==> config.mk <==
export PLATFORM = sky130hd
export DESIGN_NAME = video_timing_gen
export DESIGN_NICKNAME = d
export VERILOG_FILES = /design/src/rtl/video_timing_gen.sv
export SDC_FILE = /design/constraint.sdc
export NUM_CORES = 1
export LEC_CHECK = 0
export BUFFER_PORTS_ARGS = -buffer_cell sky130_fd_sc_hd__buf_4
export CAP_MARGIN = 15
export CORE_MARGIN = 2
export CORE_UTILIZATION = 50
export CTS_CLUSTER_DIAMETER = 40
export DETAILED_ROUTE_END_ITERATION = 8
export GPL_ROUTABILITY_DRIVEN = 0
export HOLD_SLACK_MARGIN = 0.08
export MAX_ROUTING_LAYER = met4
export PLACE_DENSITY = 0.8
export SLEW_MARGIN = 5
export SYNTH_ARGS = -nofsm -noshare
export SYNTH_HDL_FRONTEND = slang
export SYNTH_SLANG_ARGS = --single-unit
==> constraint.sdc <==
create_clock -name clk_i -period 2.4 [get_ports clk_i]
set_input_delay 0.12 -clock clk_i [delete_from_list [all_inputs] [get_ports clk_i]]
set_output_delay 0.12 -clock clk_i [all_outputs]
set_load 0.02 [all_outputs]
==> src/rtl/video_timing_gen.sv <==
`default_nettype none
// ============================================================================
//  Module      : video_timing_gen
//  Description : Raster timing generator for parallel RGB LCD/VGA panels.
//                Horizontal/vertical counters in the pixel-clock domain with
//                registered sync, data-enable, coordinate and strobe outputs.
//  Revision    : 1.0 - initial release
// ============================================================================
module video_timing_gen #(
  parameter int HACTIVE   = 480,
  parameter int HFP       = 2,
  parameter int HSYNC     = 41,
  parameter int HBP       = 2,
  parameter int VACTIVE   = 272,
  parameter int VFP       = 4,
  parameter int VSYNC     = 10,
  parameter int VBP       = 2,
  parameter bit HSYNC_POL = 1'b0,
  parameter bit VSYNC_POL = 1'b0,
  parameter int HTOTAL    = HACTIVE + HFP + HSYNC + HBP,
  parameter int VTOTAL    = VACTIVE + VFP + VSYNC + VBP,
  parameter int XW        = $clog2(HTOTAL),
  parameter int YW        = $clog2(VTOTAL)
) (
  input  logic          clk_i,
  input  logic          rst_ni,
  input  logic          en_i,
  input  logic          restart_i,
  output logic          hsync_o,
  output logic          vsync_o,
  output logic          de_o,
  output logic [XW-1:0] x_o,
  output logic [YW-1:0] y_o,
  output logic          line_start_o,
  output logic          frame_start_o
);

  // Window boundaries, sized to the counter widths so every compare is exact.
  localparam logic [XW-1:0] H_ACT_END  = XW'(HACTIVE);
  localparam logic [XW-1:0] H_SYNC_BEG = XW'(HACTIVE + HFP);
  localparam logic [XW-1:0] H_SYNC_END = XW'(HACTIVE + HFP + HSYNC);
  localparam logic [XW-1:0] H_LAST     = XW'(HTOTAL - 1);
  localparam logic [YW-1:0] V_ACT_END  = YW'(VACTIVE);
  localparam logic [YW-1:0] V_SYNC_BEG = YW'(VACTIVE + VFP);
  localparam logic [YW-1:0] V_SYNC_END = YW'(VACTIVE + VFP + VSYNC);
  localparam logic [YW-1:0] V_LAST     = YW'(VTOTAL - 1);

  logic [XW-1:0] hc;
  logic [YW-1:0] vc;
  logic [XW-1:0] hc_next;
  logic [YW-1:0] vc_next;
  logic          h_in_sync;
  logic          v_in_sync;
  logic          in_active;

  // Next-count logic with explicit compare-and-wrap; the line counter only
  // advances on the last pixel of a line.
  always_comb begin
    hc_next = hc + XW'(1);
    vc_next = vc;
    if (hc == H_LAST) begin
      hc_next = '0;
      if (vc == V_LAST) begin
        vc_next = '0;
      end else begin
        vc_next = vc + YW'(1);
      end
    end
  end

  // Decode of the current counter position into sync/active flags.
  always_comb begin
    h_in_sync = (hc >= H_SYNC_BEG) && (hc < H_SYNC_END);
    v_in_sync = (vc >= V_SYNC_BEG) && (vc < V_SYNC_END);
    in_active = (hc < H_ACT_END) && (vc < V_ACT_END);
  end

  // Counters and registered outputs; restart wins over enable, and strobes
  // drop to zero on stalled cycles so they never repeat.
  always_ff @(posedge clk_i or negedge rst_ni) begin
    if (!rst_ni) begin
      hc            <= '0;
      vc            <= '0;
      hsync_o       <= ~HSYNC_POL;
      vsync_o       <= ~VSYNC_POL;
      de_o          <= 1'b0;
      x_o           <= '0;
      y_o           <= '0;
      line_start_o  <= 1'b0;
      frame_start_o <= 1'b0;
    end else if (restart_i) begin
      hc            <= '0;
      vc            <= '0;
      hsync_o       <= ~HSYNC_POL;
      vsync_o       <= ~VSYNC_POL;
      de_o          <= 1'b0;
      x_o           <= '0;
      y_o           <= '0;
      line_start_o  <= 1'b0;
      frame_start_o <= 1'b0;
    end else if (en_i) begin
      hc            <= hc_next;
      vc            <= vc_next;
      hsync_o       <= h_in_sync ? HSYNC_POL : ~HSYNC_POL;
      vsync_o       <= v_in_sync ? VSYNC_POL : ~VSYNC_POL;
      de_o          <= in_active;
      x_o           <= hc;
      y_o           <= vc;
      line_start_o  <= (hc == '0);
      frame_start_o <= (hc == '0) && (vc == '0);
    end else begin
      line_start_o  <= 1'b0;
      frame_start_o <= 1'b0;
    end
  end

endmodule
`default_nettype wire

# Word level (Yosys, flattened, before mapping)
# Cells that the tools add are included.
classes:
  n_addsub: 2
  n_mul: 0
  div_mod_pow: 0
  order_cmp: 6
  n_eq_ne: 2
  shifts: 0
  muxes: 23
  n_bitwise: 0
  n_reduce_logical: 9
ops:
  columns: ["operator", "count"]
  rows:
  - ["2-to-1 mux 9 bit", 6]
  - ["2-to-1 mux 10 bit", 5]
  - ["less-than comparator 9 bit, second input constant", 2]
  - ["2-to-1 mux 1 bit", 12]
  - ["adder 10 x 1 -> 10 bit, second input constant", 1]
  - ["equality test 10 bit, second input constant", 1]
  - [">= comparator 10 x 9 -> 1 bit, second input constant", 1]
  - ["logical NOT 10 bit", 1]
  - ["less-than comparator 10 bit, second input constant", 1]
  - ["less-than comparator 10 x 9 -> 1 bit, second input constant", 1]
  - ["adder 9 x 1 -> 9 bit, second input constant", 1]
  - ["equality test 9 bit, second input constant", 1]
  - [">= comparator 9 bit, second input constant", 1]
  - ["logical NOT 9 bit", 1]
  - ["logical AND 1 bit", 4]
  - ["nonzero test 2 bit", 2]
  - ["AND reduction 2 bit", 1]
word_totals:
  ff_bits: 43
  latch_bits: 0
  mem_bits_rw: 0
  romBits: 0
  in_bits: 4
  out_inout_bits: 24
  word_cells: 51
  mem_count: 0

# Depth between registers and ports, before layout
# Gate-level depths: netlist (run 1).
depth:
  ltp_word: 5
  mapped_depth: 8
  mapped_depth_nobuf: 6

# Worst setup path before layout (run 1)
# OpenSTA, ideal clock, no wires.
synth_timing:
  path_kind: "reg-to-reg"
  start: "register hc[5]"
  end: "register vc[3]"
  setup_time_ps: 78
  arrival_time_ps: 2110
  required_ps: 2322
  slack_ps: 212
  stages_incl_launch_ff: 7
  n_path_buf: 2
  synth_period_minus_slack_ps: 2188
  path_cell_list: "dfrtp_1 -> buf_6 -> or4_4 -> or4_1 -> clkbuf_2 -> or3_1 -> a21oi_1"
synth_via:
  elab_chain_cells: 3
synth_rtl:
  columns: ["element", "line_no", "text"]
  rows:
  - ["start: declaration", "48", "logic [XW-1:0] hc;"]
  - ["start signal: assignment", "102", "hc <= hc_next;"]
  - ["equality test 10 bit", "61", "if (hc == H_LAST) begin"]
  - ["nonzero test 2 bit (no line)", null, null]
  - ["AND reduction 2 bit (no line)", null, null]
  - ["end signal: assignment", "103", "vc <= vc_next;"]
  - ["end: declaration", "49", "logic [YW-1:0] vc;"]
# No other way between the ends.
# A chain may end at the register's enable or synchronous reset.

# Final worst setup path (run 1)
layout_timing:
  start: "register hc[7]"
  end: "register vc[3]"
# Same word-level chain as after synthesis.

==> run summary, run 1 <==
depth of the CTS H-tree: 2
Critical Path Source: hc[7]
Reg2Reg Depth: 4
initial antenna violation count: 0
fraction of final layout cells sized beyond drive strength 1: 17.3%
vias in the first global route: 1,534
largest net degree at the start of global routing: 44
pwr/cell area: 565 nW/um^2
post-synthesis register bit count: 43
final worst setup slack: 0.192 ns
vias: 1,663
grt met3 use: 4.36%
Placed Area: 2360 um^2
wire length per cell: 15.4 um
Worst Path Max Fanout: 8
period utilisation layout: 92.0%
Die Y: 69.5 um
layout net count: 251
Netlist cell types: 38
Routed WL: 4520 um
Synth async-reset ratio: 100%
Tot Pwr: 1.41 mW
die area: 4830 um^2
Post-CTS Setup Inserts: 0
clock sink count: 43
max-cap violation count: 0
Seq/Total Area, Yosys: 50.3%
routing usage on met2: 28.1%
Reg-to-Reg Start: hc[7]
Reg clk slew, reported paths: 0.08 ns
synth warn: 0
Levels on crit path: 4
RSZ-0062 raised after global routing: false
design area: 2490 um^2
Worst slew margin: 60.1%
Final ANT Viol Nets: 0
number of flops mapped to enable cells by yosys: 0
top cell type's share of synthesized area: 47.8%
critical path type: reg2reg
slowest CP cell: or4_4
HPWL Detailed: 3040 um
crit path cell chain: or4_4 > or4_4 > or3_1 > a21oi_1
max-slew violation count: 0
Post-Syn Instances: 220
final setup violation count: 0
Synth area leader: dfrtp_1
clock root cell: clkbuf_8
Critical Path Max Stage Delay: 0.60 ns
die width: 69.5 um
reg-to-reg endpoint: vc[3]
Cell Rows: 23
CP Capture Type: register
worst min-delay path category: in2reg
area delta synth->final: 16.2%
skew final: 0.00430 ns
1st-iter DRT viols: 104
prevailing post-synth register cell: dfrtp_1
Startpoint Class: register
Post-Syn Area: 2150 um^2
Critical Path Most Common Cell: or4_4
r2r setup slk: 0.19 ns
CP required: 2.63 ns
n_diodes: 0
Peak VDD IR: 0.369 mV
Port Buffers: 27
Max Root-Sink Buffers: 2
Hold WS: 0.220 ns
Lkg Pwr: 1.15 nW
DRC viols: 0
met1 Usage GRT: 29.9%
Initial Util: 52.9%
cts bufs inserted: 5
Slew @ Worst Pin: 0.593 ns
Mapped Nets: 229
Place WS: 0.0682 ns
fin crit period: 2.21 ns
GRT busiest layer: met1
Synth area leaders: dfrtp_1 (48%), mux2i_1 (9.3%), nor2_1 (6.3%), xnor2_1 (3.3%), ha_1 (2.9%)
Avg Cell Area, Syn: 9.75 um^2
Crit path buffers/inverters: 0
Core Region: 4060 um^2
io pins: 28
commonest non-fill, non-tap cells in the layout: dfrtp_1 (41), nor2_1 (36), buf_4 (29)
DRT Pass-1 Iters: 4
CP endpoint: vc[3]
global-route wire length before repair: 7580 um
CP arrival: 2.44 ns
Max Fclk: 0.453 GHz
grt total ovfl: 0
Tot GR Track Use: 20.4%
commonest non-fill, non-tap cell in the layout: dfrtp_1
TNS Setup: 0 ns
Hold Violations, Final: 0
crit-path leading delay family: simple AND/OR/NAND/NOR gates
CTS tree: yes
worst skew pair latency: 0.31 ns
Vias/cell: 5.68
status: completed
[per-layer routing]
metal | wire length, um | share of wire (%) | vias to the layer above
li1 | - | - | 803
met4 | 81 | 1.8 | 0
met3 | 240 | 5.3 | 8
met1 | 2140 | 47 | 805
met2 | 2050 | 45 | 47
met5 | 0 | 0 | -
[layout make-up]
| class | instances | area, um^2 |
|---|---|---|
| fill | 334 | 1560 |
| tap | 50 | 62.6 |
| clock inverter | 2 | 35.0 |
| clock buffer | 6 | 82.6 |
| sequential | 43 | 1080 |
| inverter | 9 | 33.8 |
| multi-input combinational | 153 | 973 |
| timing repair buffer | 30 | 228 |
[metrics by stage]
| stage | util (%) | instances |
|---|---|---|
| after floorplan | - | 220 |
| after global placement | 58.1 | 284 |
| after detailed placement | 58.1 | 284 |
| after CTS | 61.3 | 293 |
| after global routing | 61.5 | 293 |
| final | 61.5 | 293 |
[repair_timing]
item | in CTS | in global routing
endpoints found under the hold margin | 41 | 0
gates resized for setup | 0 | 2
setup endpoints to repair | 0 | 3
hold buffers | 1 | 0
[kinds of logic after synthesis]
group           share of synthesized area [%]
compound gates                           6.65
xor+xnor                                 4.08
fa+ha+maj                                2.92
buf+inv                                  4.72
flops                                    50.3
mux                                      9.33
simple gates                             22.0
[flip-flops by register name (all words and copies together) (netlist names)]
name,flops
frame_start_o,1
de_o,1
vc,9
x_o,10
vsync_o,1
hsync_o,1
hc,10
y_o,9
line_start_o,1
[Yosys cell counts (2+ instances only)]
library cell / count
or4_1: 2
nor2b_1: 2
xnor2_1: 8
nand4_1: 7
o211ai_1: 3
and4_1: 3
dfrtp_1: 41
ha_1: 5
nand2_1: 13
nand3_1: 8
mux2i_1: 20
nand2b_1: 2
nor3_1: 8
nor4_1: 4
a21oi_1: 9
o21ai_0: 5
clkbuf_1: 10
nor2_1: 36
inv_1: 9
xor2_1: 2
dfstp_2: 2
clkbuf_2: 2
or3_1: 4
[worst reg2reg max path, stage by stage (launching register included)]
cell and delay (ns):
dfrtp_1 0.45, or4_4 0.60, or4_4 0.59, or3_1 0.37, a21oi_1 0.14
[power by group]
group          total, mW  internal (mW)  switching (mW)
clock network      0.585          0.337           0.248
registers          0.738          0.731         0.00690
logic             0.0869         0.0289          0.0581
[how the worst min path moves through the flow]
stage	from	endpoint	depth (start not counted)
3_3_place_gp	rst_ni	x_o[4]	1
2_1_floorplan	rst_ni	de_o	0
5_1_grt	restart_i	x_o[3]	2
6_report	restart_i	x_o[5]	2
3_5_place_dp	rst_ni	x_o[4]	1
4_1_cts	restart_i	x_o[3]	2
Note: power is estimated with default switching activity, not from simulation.
==> run 2, diff against run 1 <==
Settings changed: BUFFER_PORTS_ARGS -buffer_cell sky130_fd_sc_hd__buf_4 to unset, CTS_BUF_LIST set to sky130_fd_sc_hd__clkbuf_4 sky130_fd_sc_hd__clkbuf_8, DONT_BUFFER_PORTS set to 1, PLACE_DENSITY 0.8 to 0.74.
==> run summary, run 2 (synthesized netlist as in run 1, its figures left out) <==
status: completed (unchanged)
met1 Usage GRT: 30.5% (was 29.9%)
HPWL Detailed: 2880 um (was 3040 um)
Post-CTS Setup Inserts: 0 (unchanged)
GRT busiest layer: met1 (unchanged)
Vias/cell: 5.74 (was 5.68)
skew final: 0.00723 ns (was 0.00430 ns)
worst min-delay path category: in2reg (unchanged)
wire length per cell: 16.1 um (was 15.4 um)
Routed WL: 4370 um (was 4520 um)
critical path type: reg2reg (unchanged)
max-slew violation count: 0 (unchanged)
commonest non-fill, non-tap cells in the layout: dfrtp_1 (41), nor2_1 (36), mux2i_1 (20) (was dfrtp_1 (41), nor2_1 (36), buf_4 (29))
Fill cells: 341 (was 334)
Worst slew margin: 58.4% (was 60.1%)
crit path cell chain: or4_4 > or4_1 > or2b_1 > o211ai_1 (was or4_4 > or4_4 > or3_1 > a21oi_1)
Final ANT Viol Nets: 0 (unchanged)
Critical Path Max Stage Delay: 0.65 ns (was 0.60 ns)
CTS resizes: 0 (unchanged)
slowest CP cell: or4_1 (was or4_4)
Port Buffers: 0 (was 27)
grt total ovfl: 0 (unchanged)
vias: 1,560 (was 1,663)
Startpoint Class: register (unchanged)
TNS Setup: 0 ns (unchanged)
Cell Rows: 23 (unchanged)
clock root cell: clkbuf_8 (unchanged)
Reg clk slew, reported paths: 0.08 ns (about the same)
RSZ-0062 raised after global routing: false (unchanged)
period utilisation layout: 92.4% (was 92.0%)
die width: 69.5 um (unchanged)
Initial Util: 52.9% (unchanged)
largest net degree at the start of global routing: 44 (unchanged)
Worst Path Max Fanout: 9 (was 8)
Hold Violations, Final: 0 (unchanged)
clock sink count: 43 (unchanged)
global-route wire length before repair: 7420 um (was 7580 um)
Lkg Pwr: 1.03 nW (was 1.15 nW)
Max Root-Sink Buffers: 2 (unchanged)
CP arrival: 2.39 ns (was 2.44 ns)
depth of the CTS H-tree: 2 (unchanged)
Die Y: 69.5 um (unchanged)
fraction of final layout cells sized beyond drive strength 1: 8.11% (was 17.3%)
biggest regs: hc x10, x_o x10 (unchanged)
1st-iter DRT viols: 93 (was 104)
Peak VDD IR: 0.475 mV (was 0.369 mV)
DRT Pass-1 Iters: 4 (unchanged)
Tot Pwr: 1.27 mW (was 1.41 mW)
max-cap violation count: 0 (unchanged)
vias in the first global route: 1,444 (was 1,534)
fin crit period: 2.22 ns (was 2.21 ns)
cts bufs inserted: 5 (unchanged)
grt met3 use: 5.09% (was 4.36%)
die area: 4830 um^2 (unchanged)
worst skew pair latency: 0.29 ns (was 0.31 ns)
Max Fclk: 0.451 GHz (was 0.453 GHz)
area delta synth->final: 9.39% (was 16.2%)
Slew @ Worst Pin: 0.615 ns (was 0.593 ns)
Non-Filler Instances: 272 (was 293)
n_diodes: 0 (unchanged)
routing usage on met2: 26.3% (was 28.1%)
commonest non-fill, non-tap cell in the layout: dfrtp_1 (unchanged)
CP required: 2.57 ns (was 2.63 ns)
Cells after DPL: 259 (was 284)
DRC viols: 0 (unchanged)
CP Capture Type: register (unchanged)
pwr/cell area: 543 nW/um^2 (was 565 nW/um^2)
layout net count: 230 (was 251)
Core Region: 4060 um^2 (unchanged)
Tot GR Track Use: 19.8% (was 20.4%)
initial antenna violation count: 0 (unchanged)
io pins: 28 (unchanged)
final setup violation count: 0 (unchanged)
CTS tree: yes (unchanged)
run 2: cell types whose count changed in the layout (fill, tap and decap cells not counted), sizes merged:
cell / before / now
clkinvlp: 0 / 2
buf: 29 / 7
bufinv: 1 / 0
clkbuf: 6 / 5
dlygate4sd3: 1 / 2
run 2: worst max-delay path: cells and delay by family (launching register included):
family / cells / cell delay (ns)
flip-flops: 1 / 0.39
AND/OR/NAND/NOR: 3 / 1.60
AO/OA/AOI/OAI: 1 / 0.12
run 2: path summary, 6_finish.rpt:
path | startpoint | endpoint | slack (ns) | cells past startpoint
worst max-delay path | hc[7] | vc[7] | 0.18 | 4
worst min-delay path | en_i | hsync_o | 0.15 | 3
worst max register to register | hc[7] | vc[7] | 0.18 | 4
worst min register to register | hc[0] | hc[0] | 0.60 | 2
max in group asynchronous | rst_ni | hsync_o | 1.83 | 2
min in group asynchronous | rst_ni | vc[0] | 0.31 | 2
run 2: cell type report:
cell class                 count  area [um^2]  area share (%)
clock buffer                   5         68.8            2.93
clock inverter                 3         20.0           0.853
inverter                       9         33.8            1.44
multi-input combinational    153          966            41.2
sequential                    43         1080            45.9
tap                           50         62.6            2.67
timing repair buffer           9          118            5.01
run 2: metrics by stage:
stage	util, %	hold slack, ns	setup WS, ns	cell area (um^2)
2_1_floorplan	-	-0.176	0.212	2150
3_3_place_gp	53.5	-0.175	0.211	2170
3_5_place_dp	53.5	-0.175	0.166	2170
4_1_cts	57.2	0.132	0.151	2320
5_1_grt	57.8	0.133	0.0786	2350
6_report	57.8	0.146	0.182	2350
run 2: what timing repair did:
| action | in CTS | in global routing |
|---|---|---|
| endpoints found under the hold margin | 75 | 0 |
| endpoints found under the setup margin | 0 | 0 |
| hold buffers | 4 | 0 |
run 2: layer usage:
metal / up-vias / routed length (um)
met4: 0 / 31
li1: 766 / -
met2: 44 / 1940
met3: 2 / 247
met1: 748 / 2150
met5: - / 0
run 2: report_power, final:
group | total, mW | switching, mW | leakage [nW] | internal [mW]
clock | 0.451 | 0.248 | 0.0402 | 0.202
sequential | 0.744 | 0.0129 | 0.589 | 0.731
combinational | 0.0795 | 0.0490 | 0.401 | 0.0304
total | 1.27 | 0.310 | 1.03 | 0.964
==> run 3, diff against run 2 <==
Settings changed: CORE_MARGIN 2 to unset, HOLD_SLACK_MARGIN 0.08 to unset.
==> run summary, run 3 (synthesized netlist as in run 1, its figures left out) <==
status: complete, but fails checks (was completed)
failing checks: hold timing
Hold WS: -0.00214 ns (was 0.146 ns)
Non-Filler Instances: 271 (was 272)
Worst Path Max Fanout: 9 (unchanged)
Fill cells: 359 (was 341)
Post-CTS Setup Inserts: 0 (unchanged)
GRT busiest layer: met1 (unchanged)
post-layout util: 58.2% (was 57.8%)
grt met3 use: 7.43% (was 5.09%)
met1 Usage GRT: 34.3% (was 30.5%)
Cell Rows: 23 (unchanged)
global-route wire length before repair: 7600 um (was 7420 um)
Routed WL: 4630 um (was 4370 um)
die area: 4560 um^2 (was 4830 um^2)
skew final: 0.00695 ns (was 0.00723 ns)
Peak VDD IR: 0.376 mV (was 0.475 mV)
layout net count: 229 (was 230)
CP required: 2.57 ns (about the same)
slowest CP cell: or4_1 (unchanged)
grt total ovfl: 0 (unchanged)
fin crit period: 2.27 ns (was 2.22 ns)
commonest non-fill, non-tap cell in the layout: dfrtp_1 (unchanged)
max-slew violation count: 0 (unchanged)
crit-path leading delay family: simple AND/OR/NAND/NOR gates (unchanged)
Crit path buffers/inverters: 0 (unchanged)
multi-input logic area: 966 um^2 (unchanged)
Hold Violations, Final: 1 (was 0)
Die Y: 67.5 um (was 69.5 um)
CTS resizes: 0 (unchanged)
io pins: 28 (unchanged)
Initial Util: 52.9% (unchanged)
Vias/cell: 5.89 (was 5.74)
n_diodes: 0 (unchanged)
Port Buffers: 0 (unchanged)
commonest non-fill, non-tap cells in the layout: dfrtp_1 (41), nor2_1 (36), mux2i_1 (20) (unchanged)
vias: 1,596 (was 1,560)
hold depth: 2 (was 3)
Final ANT Viol Nets: 0 (unchanged)
pwr/cell area: 627 nW/um^2 (was 543 nW/um^2)
Levels on crit path: 4 (unchanged)
largest net degree at the start of global routing: 44 (unchanged)
Max Fclk: 0.440 GHz (was 0.451 GHz)
CP Capture Type: register (unchanged)
die width: 67.5 um (was 69.5 um)
cts bufs inserted: 5 (unchanged)
final setup violation count: 0 (unchanged)
Reg clk slew, reported paths: 0.08 ns (about the same)
clock root cell: clkbuf_8 (unchanged)
Cells after DPL: 258 (was 259)
Core Region: 4060 um^2 (unchanged)
CP arrival: 2.44 ns (was 2.39 ns)
Startpoint Class: register (unchanged)
Hold Buf Count CTS: 5 (was 4)
fraction of final layout cells sized beyond drive strength 1: 6.79% (was 8.11%)
Worst slew margin: 29.4% (was 58.4%)
depth of the CTS H-tree: 2 (unchanged)
TNS Setup: 0 ns (unchanged)
initial antenna violation count: 0 (unchanged)
Tot GR Track Use: 23.8% (was 19.8%)
crit path cell chain: or4_4 > or4_1 > or2b_1 > o211ai_1 (unchanged)
Reg2Reg Depth: 4 (unchanged)
critical path type: reg2reg (unchanged)
DRC viols: 0 (unchanged)
DRT Pass-1 Iters: 4 (unchanged)
Lkg Pwr: 1.04 nW (was 1.03 nW)
Max Root-Sink Buffers: 2 (unchanged)
clock sink count: 43 (unchanged)
worst min-delay path category: in2reg (unchanged)
period utilisation layout: 94.6% (was 92.4%)
wire length per cell: 17.1 um (was 16.1 um)
routing usage on met2: 31.6% (was 26.3%)
worst skew pair latency: 0.29 ns (about the same)
CTS tree: yes (unchanged)
Tot Pwr: 1.48 mW (was 1.27 mW)
Critical Path Max Stage Delay: 0.67 ns (was 0.65 ns)
max-cap violation count: 0 (unchanged)
area delta synth->final: 9.97% (was 9.39%)
1st-iter DRT viols: 103 (was 93)
Slew @ Worst Pin: 1.06 ns (was 0.615 ns)
Reg area: 1080 um^2 (unchanged)
vias in the first global route: 1,490 (was 1,444)
biggest regs: hc x10, x_o x10 (unchanged)
HPWL Detailed: 2900 um (was 2880 um)
RSZ-0062 raised after global routing: false (unchanged)
==> run 3: cell types whose count changed in the layout (fill, tap and decap cells not counted) <==
cell	previous run	this run
buf_12	2	1
buf_16	1	0
buf_4	4	3
bufinv_16	0	2
clkbuf_4	0	1
clkinv_2	1	0
clkinvlp_4	2	0
dlygate4sd3_1	2	4
==> run 3: layout make-up <==
class	count	area share, %
clock inverters	2	2.55
well taps	50	2.65
flip-flops and latches	43	45.7
inverters	9	1.43
clock buffers	6	3.23
multi-input cells	153	40.9
repair buffers	8	3.50
==> run 3: worst paths after layout <==
check	start	slack (ns)	to
worst max register to register	hc[7]	0.13	vc[7]
min in group asynchronous	rst_ni	0.31	hc[7]
worst max-delay path	hc[7]	0.13	vc[7]
max in group asynchronous	rst_ni	1.81	hsync_o
worst min register to register	vc[0]	0.61	vc[0]
worst min-delay path	en_i	-0.002	y_o[0]
==> run 3: per-stage QoR <==
stage | cell area (um^2) | setup slack [ns]
after detailed placement | 2160 | 0.155
after CTS | 2360 | 0.153
final | 2360 | 0.129
after global routing | 2360 | 0.0629
after floorplan | 2150 | 0.212
after global placement | 2160 | 0.207
==> run 3: report_power, final <==
| part | switching (mW) | internal [mW] |
|---|---|---|
| clock network | 0.241 | 0.427 |
| registers | 0.0138 | 0.731 |
| logic | 0.0430 | 0.0240 |
| total | 0.298 | 1.18 |
==> run 3: metal layers <==
layer,routed length (um),vias to the layer above
met5,0,-
met3,339,6
met4,68,0
met1,2180,767
met2,2040,64
li1,-,759
